[src/rtl/regfile_multiport_pkg.sv]
// Shared definitions for the multi-read-port register file.
//   rf_state_t : sequencer state (idle / clear sweep in progress)
//   RF_DATA_W  : default register width
//   RF_ADDR_W  : default address width (depth = 2**RF_ADDR_W)
package regfile_pkg;

    typedef enum logic [0:0] {
        RF_IDLE  = 1'b0,
        RF_CLEAR = 1'b1
    } rf_state_t;

    localparam int RF_DATA_W = 32;
    localparam int RF_ADDR_W = 5;

endpackage

[src/rtl/regfile_multiport_if.sv]
// Bus between decode/write-back and the register file.
//   we/waddr/wdata : write port, sampled on the rising clock edge
//   raddr/rdata    : NUM_RD read ports, packed; port k at [k*W +: W]
//   clr_req        : one-cycle request to clear the whole file
//   busy           : clear sweep in progress (reads forced to 0)
//   wr_err         : registered one-cycle pulse per dropped write
// Protocol: there is no valid/ready pair. A write is offered by holding
// we=1 for exactly one cycle; it is accepted on that edge unless busy=1,
// in which case it is dropped and wr_err answers one cycle later. Reads
// are purely combinational from raddr in the same cycle.
interface regfile_multiport_if #(
    parameter int DATA_W = 32,
    parameter int ADDR_W = 5,
    parameter int NUM_RD = 2
);
    logic                       we;
    logic [ADDR_W-1:0]          waddr;
    logic [DATA_W-1:0]          wdata;
    logic [NUM_RD*ADDR_W-1:0]   raddr;
    logic [NUM_RD*DATA_W-1:0]   rdata;
    logic                       clr_req;
    logic                       busy;
    logic                       wr_err;

    modport master (
        output we, waddr, wdata, raddr, clr_req,
        input  rdata, busy, wr_err
    );

    modport slave (
        input  we, waddr, wdata, raddr, clr_req,
        output rdata, busy, wr_err
    );
endinterface

[src/rtl/regfile_multiport_read_port.sv]
// One combinational read port of the register file.
//   mem_i    : full register array
//   raddr_i  : read address
//   busy_i   : clear sweep in progress, forces the result to 0
//   we_i/waddr_i/wdata_i : write port, present only when
//              REGFILE_MULTIPORT_BYPASS_EN is defined (same-cycle bypass)
//   rdata_o  : read result
module regfile_read_port #(
    parameter int DATA_W   = 32,
    parameter int ADDR_W   = 5,
    parameter int DEPTH    = 32,
    parameter int ZERO_REG = 1
) (
    input  logic [DATA_W-1:0] mem_i [DEPTH],
    input  logic [ADDR_W-1:0] raddr_i,
    input  logic              busy_i,
`ifdef REGFILE_MULTIPORT_BYPASS_EN
    input  logic              we_i,
    input  logic [ADDR_W-1:0] waddr_i,
    input  logic [DATA_W-1:0] wdata_i,
`endif
    output logic [DATA_W-1:0] rdata_o
);
    always_comb begin
        rdata_o = mem_i[raddr_i];
        // Priority order matters: busy wins over everything, then the
        // hardwired zero register, so bypass never leaks through either.
        if (busy_i) begin
            rdata_o = '0;
        end else if ((ZERO_REG != 0) && (raddr_i == '0)) begin
            rdata_o = '0;
        end
`ifdef REGFILE_MULTIPORT_BYPASS_EN
        else if (we_i && (waddr_i == raddr_i)) begin
            rdata_o = wdata_i;
        end
`endif
    end
endmodule

[src/rtl/regfile_multiport.sv]
// Parametrised register file with NUM_RD combinational read ports, one
// write port and a sequenced clear engine.
//   clk, reset : clock; synchronous active-high reset (starts a clear sweep)
//   bus        : regfile_multiport_if slave (write, reads, clr_req, busy, wr_err)
//   state_o    : sequencer state, for observation
// Optional feature: define REGFILE_MULTIPORT_BYPASS_EN for same-cycle
// write-to-read bypass; otherwise reads see the stored value until the edge.
module regfile_multiport
    import regfile_pkg::*;
#(
    parameter int DATA_W   = RF_DATA_W,
    parameter int ADDR_W   = RF_ADDR_W,
    parameter int NUM_RD   = 2,
    parameter int ZERO_REG = 1
) (
    input  logic              clk,
    input  logic              reset,
    regfile_multiport_if.slave bus,
    output rf_state_t         state_o
);
    localparam int DEPTH = 2 ** ADDR_W;
    localparam logic [ADDR_W-1:0] LAST_ADDR = '1;

    logic [DATA_W-1:0] mem_q [DEPTH];
    rf_state_t         state_q;
    logic [ADDR_W-1:0] cnt_q;
    logic              wr_err_q;
    logic              wr_block;

    // Writes to the hardwired zero register are silently ignored (no wr_err).
    assign wr_block = (ZERO_REG != 0) && (bus.waddr == '0);

    // Sequencer: sweep counter, state and the dropped-write pulse.
    always_ff @(posedge clk) begin
        if (reset) begin
            state_q  <= RF_CLEAR;
            cnt_q    <= '0;
            wr_err_q <= 1'b0;
        end else begin
            case (state_q)
                RF_IDLE: begin
                    wr_err_q <= 1'b0;
                    if (bus.clr_req) begin
                        state_q <= RF_CLEAR;
                        cnt_q   <= '0;
                    end
                end
                RF_CLEAR: begin
                    // Every write offered during the sweep is dropped.
                    wr_err_q <= bus.we;
                    cnt_q    <= cnt_q + 1'b1;
                    if (cnt_q == LAST_ADDR) begin
                        state_q <= RF_IDLE;
                    end
                end
                default: begin
                    state_q <= RF_CLEAR;
                    cnt_q   <= '0;
                end
            endcase
        end
    end

    // Storage: the array has no reset of its own; the sweep initialises it.
    // A write together with clr_req in IDLE commits here before the sweep.
    always_ff @(posedge clk) begin
        if (!reset) begin
            if (state_q == RF_CLEAR) begin
                mem_q[cnt_q] <= '0;
            end else if (bus.we && !wr_block) begin
                mem_q[bus.waddr] <= bus.wdata;
            end
        end
    end

    assign bus.busy   = (state_q == RF_CLEAR);
    assign bus.wr_err = wr_err_q;
    assign state_o    = state_q;

    for (genvar k = 0; k < NUM_RD; k++) begin : g_rd
        regfile_read_port #(
            .DATA_W  (DATA_W),
            .ADDR_W  (ADDR_W),
            .DEPTH   (DEPTH),
            .ZERO_REG(ZERO_REG)
        ) u_rd (
            .mem_i   (mem_q),
            .raddr_i (bus.raddr[k*ADDR_W +: ADDR_W]),
            .busy_i  (bus.busy),
`ifdef REGFILE_MULTIPORT_BYPASS_EN
            .we_i    (bus.we),
            .waddr_i (bus.waddr),
            .wdata_i (bus.wdata),
`endif
            .rdata_o (bus.rdata[k*DATA_W +: DATA_W])
        );
    end
endmodule

[src/flat_wrapper.sv]
// flat-port wrapper written by rule: the top's interface ports become plain ports
module regfile_multiport_flat import regfile_pkg::*;
#(
    parameter int DATA_W   = RF_DATA_W,
    parameter int ADDR_W   = RF_ADDR_W,
    parameter int NUM_RD   = 2,
    parameter int ZERO_REG = 1
)
  (clk, reset, state_o, bus_we, bus_waddr, bus_wdata, bus_raddr, bus_clr_req, bus_rdata, bus_busy, bus_wr_err);
  regfile_multiport_if #(.DATA_W(DATA_W), .ADDR_W(ADDR_W), .NUM_RD(NUM_RD)) bus_i ();
  input  logic clk;
  input  logic reset;
  output rf_state_t state_o;
  input wire logic [$bits(bus_i.we)-1:0] bus_we;
  input wire logic [$bits(bus_i.waddr)-1:0] bus_waddr;
  input wire logic [$bits(bus_i.wdata)-1:0] bus_wdata;
  input wire logic [$bits(bus_i.raddr)-1:0] bus_raddr;
  input wire logic [$bits(bus_i.clr_req)-1:0] bus_clr_req;
  output wire logic [$bits(bus_i.rdata)-1:0] bus_rdata;
  output wire logic [$bits(bus_i.busy)-1:0] bus_busy;
  output wire logic [$bits(bus_i.wr_err)-1:0] bus_wr_err;
  assign bus_i.we = bus_we;
  assign bus_i.waddr = bus_waddr;
  assign bus_i.wdata = bus_wdata;
  assign bus_i.raddr = bus_raddr;
  assign bus_i.clr_req = bus_clr_req;
  assign bus_rdata = bus_i.rdata;
  assign bus_busy = bus_i.busy;
  assign bus_wr_err = bus_i.wr_err;
  regfile_multiport #(.DATA_W(DATA_W), .ADDR_W(ADDR_W), .NUM_RD(NUM_RD), .ZERO_REG(ZERO_REG)) u_core (.clk(clk), .reset(reset), .bus(bus_i), .state_o(state_o));
endmodule
[config.mk]
export PLATFORM = sky130hd
export DESIGN_NAME = regfile_multiport_flat
export DESIGN_NICKNAME = d
export VERILOG_FILES = /design/src/rtl/regfile_multiport_pkg.sv /design/src/rtl/regfile_multiport_if.sv /design/src/rtl/regfile_multiport_read_port.sv /design/src/rtl/regfile_multiport.sv /design/src/flat_wrapper.sv
export SDC_FILE = /design/constraint.sdc
export NUM_CORES = 2
export LEC_CHECK = 0
export ABC_AREA = 1
export CELL_PAD_IN_SITES_DETAIL_PLACEMENT = 0
export CELL_PAD_IN_SITES_GLOBAL_PLACEMENT = 1
export CORE_UTILIZATION = 43
export DETAILED_ROUTE_END_ITERATION = 10
export HOLD_SLACK_MARGIN = 0.1
export PLACE_DENSITY_LB_ADDON = 0.1
export SKIP_LAST_GASP = 1
export SYNTH_ARGS = -nofsm -noshare
export SYNTH_HDL_FRONTEND = slang
export SYNTH_HIERARCHICAL = 1
export SYNTH_SLANG_ARGS = --single-unit
[constraint.sdc]
create_clock -name clk -period 3 [get_ports clk]
set_input_delay 0.45 -clock clk [delete_from_list [all_inputs] [get_ports clk]]
set_output_delay 0.45 -clock clk [all_outputs]
set_load 0.05 [all_outputs]
### After elaboration in Yosys (flattened, before gate mapping)

Index checks and enable logic that the tools add are counted.

* bitwise gates (word level): 8
* reduce and logical (&&, ||, !) cells: 9
* mux-type cells: 23
* magnitude comparators: 6
* eq/ne operators: 2
* add/sub/neg operators: 1

Operators with widths (number)
* two-way mux 1024 bit: 2
* bitwise AND 1024 bit: 1
* bitwise mux 1024 bit: 1
* inverter 1024 bit: 1
* binary-select mux 32 bit (select 5 bit): 2
* demux 32 bit (select 5 bit): 2
* two-way mux 32 bit: 10
* >= comparator 6 bit, second input constant: 4
* inverter 5 -> 6 bit: 4
* zero test 5 bit: 3
* < comparator 6 x 1 -> 1 bit, second input constant: 2
* one-hot mux 5 bit (2 select lines): 1
* adder 5 x 1 -> 5 bit, second input constant: 1
* == test 5 bit, second input constant: 1
* two-way mux 5 bit: 1
* one-hot mux 1 bit (2 select lines): 2
* logical AND 1 bit: 3
* two-way mux 1 bit: 2
* != test 2 bit, second input constant: 1
* inverter 1 bit: 2
* AND reduction 2 bit: 1
* nonzero test 2 bit: 1
* zero test 1 bit: 1

* logic and storage cells: 84
* bits in registers: 1031
* output and inout port bits: 67
* input bits: 51

### Logic depth before layout (Yosys ltp)

* word-level depth: 8
* gate-level depth with buffers: 12
* depth with buffers taken out: 9

### Cells and area by module

The synthesis kept the hierarchy.

By module, submodules not included
* regfile_multiport: area an instance 45966.6 sq um, times used 1, cells an instance 4524
* regfile_read_port: area an instance 13312.8 sq um, times used 2, cells an instance 2948

### Least setup slack after synthesis

Ideal clock, no wire load.

* kind: flip-flop to flip-flop
* start: register u_core.state_q, in the netlist u_core/bus.busy
* end: register u_core/mem_q[352] (netlist bit) (enable)
* required time: 2.568 ns
* data arrival time: 3.110 ns
* stages on the path, launching flop included: 6
* setup time: 0.432 ns
* path slack: -0.542 ns
* buffers on the path: 3
* clock period less this slack: 3.542 ns
* cell sequence: dfxtp_1 > clkbuf_1 > clkbuf_1 > clkbuf_1 > nor2_1 > a21oi_1

* longest elaborated chain between the ends: 2

RTL lines
* from (decl): line regfile_multiport.sv:25 `rf_state_t state_q;`
* from (signal assigned): line regfile_multiport.sv:36 `state_q <= RF_CLEAR;`
* from (signal assigned): line regfile_multiport.sv:44 `state_q <= RF_CLEAR;`
* from (signal assigned): line regfile_multiport.sv:53 `state_q <= RF_IDLE;`
* nonzero test 2 bit (no source line)
* AND reduction 2 bit (no source line)
* to (signal, indexed assignment): line regfile_multiport.sv:71 `mem_q[bus.waddr] <= bus.wdata;`
* to (decl): line regfile_multiport.sv:24 `logic [DATA_W-1:0] mem_q [DEPTH];`

Every way passes these cells.
A chain may end at the register's enable or synchronous reset.

### Final worst setup path

* start: input port bus_raddr[5]
* end: output port bus_rdata[40]

* longest elaborated chain between the ends: 6
* elaborated cells on any way between the ends: 7
* those cells by class: mux: 5; bitwise: 1; reduce/logical: 1

RTL lines
* from (decl): line flat_wrapper.sv:17 `input wire logic [$bits(bus_i.raddr)-1:0] bus_raddr;`
* inverter 5 -> 6 bit (implied by the code): line regfile_multiport_read_port.sv:25 `rdata_o = mem_i[raddr_i];`
* binary-select mux 32 bit (select 5 bit): line regfile_multiport_read_port.sv:25
* two-way mux 32 bit (implied by the code) (2 in series): line regfile_multiport_read_port.sv:25
* two-way mux 32 bit *: line regfile_multiport_read_port.sv:30 `end else if ((ZERO_REG != 0) && (raddr_i == '0)) begin`
* two-way mux 32 bit *: line regfile_multiport_read_port.sv:28 `if (busy_i) begin`
* to (decl): line flat_wrapper.sv:19 `output wire logic [$bits(bus_i.rdata)-1:0] bus_rdata;`

Mark *: on every way between the ends. The rest lies on a longest branch, timed or not. The select of a mux whose other input is x is not followed.

==> results.txt <==
The logs give 0 for the count of final setup violators and 16724 for the fill cell instance count of the final layout. In the final routed layout, each cell accounts on average for 26.4 um. For the pin with the worst max-slew slack, the measured transition is 1.46 ns. The first global-routing pass estimated 478 mm of wire. Summed over all nets, the switching power comes to 13.0 mW.

The total standard cell area after synthesis is 72600 um2, and the layout cell share with drive strength beyond 1 is 9.65%. The synthesized-area fraction occupied by ao, oa, aoi and oai cells is 3.95%, and the number of cells traversed by the worst register-to-register path is 6. Each instance of the synthesized netlist takes up on average 6.97 um2. The starting DRC count in detailed routing is 11117, and the via density per instance is 5.85. For this run, the share of the core covered by cells in the final layout is 50.1%. In this run the critical register-to-register path is launched from u_core/bus.busy. The area growth from synthesis to layout is 15.4%. The tools report the nature of the critical path endpoint as an output port. Highest-delay cell along the critical path: buf_12. The minimum clock period came out at 2.97 ns. Sequential cells burn 44.2% of the power. Synthesis handed over a netlist of 10420 instances. For flop-to-flop paths, the worst setup slack is 0.26 ns.

The worst setup path is launched from a primary input. The area share of and/or/nand/nor cells after synthesis works out to 40.8%. The remaining antenna violation count after routing was 0.

Cell taking the most area after synthesis: edfxtp_1. The count of boundary I/O pins is 118, and the global-route congestion overflow total is 0. In the layout the commonest cells are 3762 x nand2_1, 2511 x nand3_1, 1269 x inv_1. Sorting the synthesized cells by area gives the leading types as edfxtp_1 42%, nand2_1 20%, nand3_1 18%. In this run switching power makes up 30.5% of total power. The total area inside the core boundary comes to 167000 um2. The number of hold buffers added after CTS was 0; the die outline width was 413 um.

By instance count, the cell type seen most on the critical path is nand2_1. The number of buffers added on ports works out to 117. The floorplan has 150 rows. The number of global-route vias before repair came out at 66841. The final max-slew violation count was 0.

Post-synth net total: 10476. The setup fix buffers added after clock tree synthesis is 0, and the share of the synthesized netlist area taken by xor and xnor gates is 0%. The largest family of logic cells by synthesized area is simple AND/OR/NAND/NOR gates. The longest individual stage delay on the worst path is 0.27 ns. The number of hold violations in the final report was 0. The flow ran to the end, and the final reports show no timing, DRC or antenna violations. Power comes to 42.7 mW. Clock skew on the completed layout was measured at 0.0310 ns. The worst hold path belongs to the class primary input to flip-flop. The clock-pin slew reported for the worst setup and hold paths after clock tree synthesis was 0.06 ns.

The adder-cell share of the synthesized area works out to 0.0862%. The worst setup path is of the primary input to output port kind. The register bit count reported by yosys was 1031. Setup repair after global routing could not meet its margin everywhere.

The data required time of the worst path was 2.55 ns. During synthesis, Yosys emitted a total of 6 warnings. The final worst-path cycle share was 98.9%. Detailed placement ended at an HPWL of 208 mm.

Entering global routing, the biggest net connects 237 pins. The die covers 170000 um2. In this run the critical register-to-register path is captured at u_core/mem_q[504]. For hold timing, the worst endpoint is u_core/bus.wr_err.

In this run the worst path has a maximum fanout of 67. Traced cell by cell, the critical path runs through buf_8 > buf_12 > buf_12 > nand2_1 > nand2_1 > nand2_1 > nand3_1 > nand3_1 > nand3_1 > nand2_1 > nor2_1 > buf_12. For the worst setup path, the data arrival time is 2.52 ns. Once the floorplan was initialized, standard cells occupied 43.4% of the core.

The later pin in the worst-skew pair is clocked with a latency of 0.80 ns. Leaving out fill and tap cells, the most frequent cell in the layout is nand2_1. The tools report the count of H-tree levels built during CTS as 4.

Internal power comes to 29.7 mW. The final layout contains routed wiring with a total length of 334 mm. For the count of maximum capacitance violations, the log shows 0. TritonCTS built the clock tree.

The total number of vias was 74042. In this run, the clock network consumes 37.3% of the power. The worst pin sits at a relative slew slack of 2.63%. The cell sitting at the root of the clock tree is a clkbuf_16.

For the number of DRC violations after detailed routing, the log shows 0. The die is 413 um tall. The congestion estimate from routability-driven global placement came to 0.951.

For this run, the top clock speed supported by timing is 337 MHz. The area fraction of the dominant cell type after synthesis was 42.4%. After synthesis, the netlist uses 32 different library cells. In this run the static leakage power is 40.3 nW. The startpoint identified for the worst hold timing path is bus_we.

After synthesis, the share of cell area in mux cells is 0%. The longest clock path from root to sink contains 3 buffers. The number of antenna violations at the first check in global routing is 9. For the net count reported at finish, the log shows 10400.

The iteration count of the initial detailed-routing pass is 9, and the number of clock sinks is 1031. The combinational power share was 18.5%. The number of buffers inserted during clock tree synthesis is 133, and the total power per unit cell area is 509 nW/um2. IR analysis of the VDD net gives a maximum drop of 0.620 mV.

Sequential element share of the synthesized area: 42.6%. The worst hold path passes through 3 cells. The global-route usage over all layers was 38.3%.
==> critical path: cells and delay by family <==
kind | cells | cell delay [ns]
buffers and inverters | 4 | 0.87
and+or+nand+nor | 8 | 1.09
==> cell usage after synthesis, drive strengths merged <==
library cell / count
nand2: 3778
nand3: 2540
inv: 1294
edfxtp: 1024
buf: 566
or2: 320
clkbuf: 266
o21ai: 238
nor2: 191
o211ai: 129
o22ai: 32
a21oi: 20
dfxtp: 7
ha: 5
nor3: 3
a22oi: 2
a31o: 2
clkinv: 2
a211oi: 1
==> power groups by stage <==
stage / clock [mW] / combinational [mW] / sequential, mW
finish: 15.9 / 7.90 / 18.8
global route: 16.5 / 8.62 / 19.0
CTS: 16.0 / 7.66 / 18.8
detailed placement: 0 / 7.63 / 19.1
global placement: 0 / 7.53 / 19.1
floorplan: 0 / 4.90 / 18.7
==> registers in the layout, summed over array words and instances (netlist names) <==
signal,flops
u_core/mem_q,1024
u_core/cnt_q,5
u_core/bus.busy,1
u_core/bus.wr_err,1
==> timing repair <==
action | in CTS | in global routing
gates resized for setup | 15 | 42
endpoints found under the setup margin | 17 | 39
pin swaps | 0 | 2
==> logic make-up after synthesis <==
logic type	Yosys count
AND/OR/NAND/NOR	6832
buffers and inverters	2128
flip-flops	1031
AO/OA/AOI/OAI	424
adder cells (fa/ha/maj)	5
==> routing by layer <==
layer	global-route usage [%]	share of wire, %
met5	0	0.0069
met4	13.9	3.9
met3	10.1	13
met2	56.6	42
met1	53.7	40
==> final cells by class <==
type                    count  area (um2)  share of cell area [%]
diodes                      2        5.00                 0.00597
clock buffers             164        3530                    4.21
clock inverters            71         581                   0.693
inverters                1296        4920                    5.87
multi-input cells        7261       33200                    39.6
flip-flops and latches   1031       30900                    36.9
well taps                2204        2760                    3.29
repair buffers            621        7920                    9.44
==> per-stage QoR <==
step | std cells | hold slack [ns] | worst slack [ns] | instance area [um2] | setup TNS, ns
floorplan | 10420 | 0.522 | -0.538 | 72600 | -51.62
global placement | 12413 | 0.566 | -0.0443 | 79500 | -0.167
detailed placement | 12413 | 0.571 | -0.0626 | 79500 | -0.419
CTS | 12648 | 0.191 | -0.0970 | 83600 | -0.399
global route | 12648 | 0.252 | -0.0487 | 83800 | -0.0875
finish | 12650 | 0.241 | 0.0315 | 83800 | 0
==> worst max path at each step <==
| stage | from | end | slack [ns] | depth (start not counted) |
|---|---|---|---|---|
| floorplan | u_core/bus.busy | u_core/mem_q[320] | -0.54 | 5 |
| global placement | bus_raddr[0] | bus_rdata[14] | -0.04 | 12 |
| detailed placement | bus_waddr[2] | u_core/mem_q[659] | -0.06 | 7 |
| CTS | u_core/mem_q[368] | bus_rdata[16] | -0.1 | 9 |
| global route | u_core/mem_q[500] | bus_rdata[20] | -0.05 | 9 |
| finish | bus_raddr[5] | bus_rdata[40] | 0.03 | 12 |
Power figures use the tool's default switching activity.
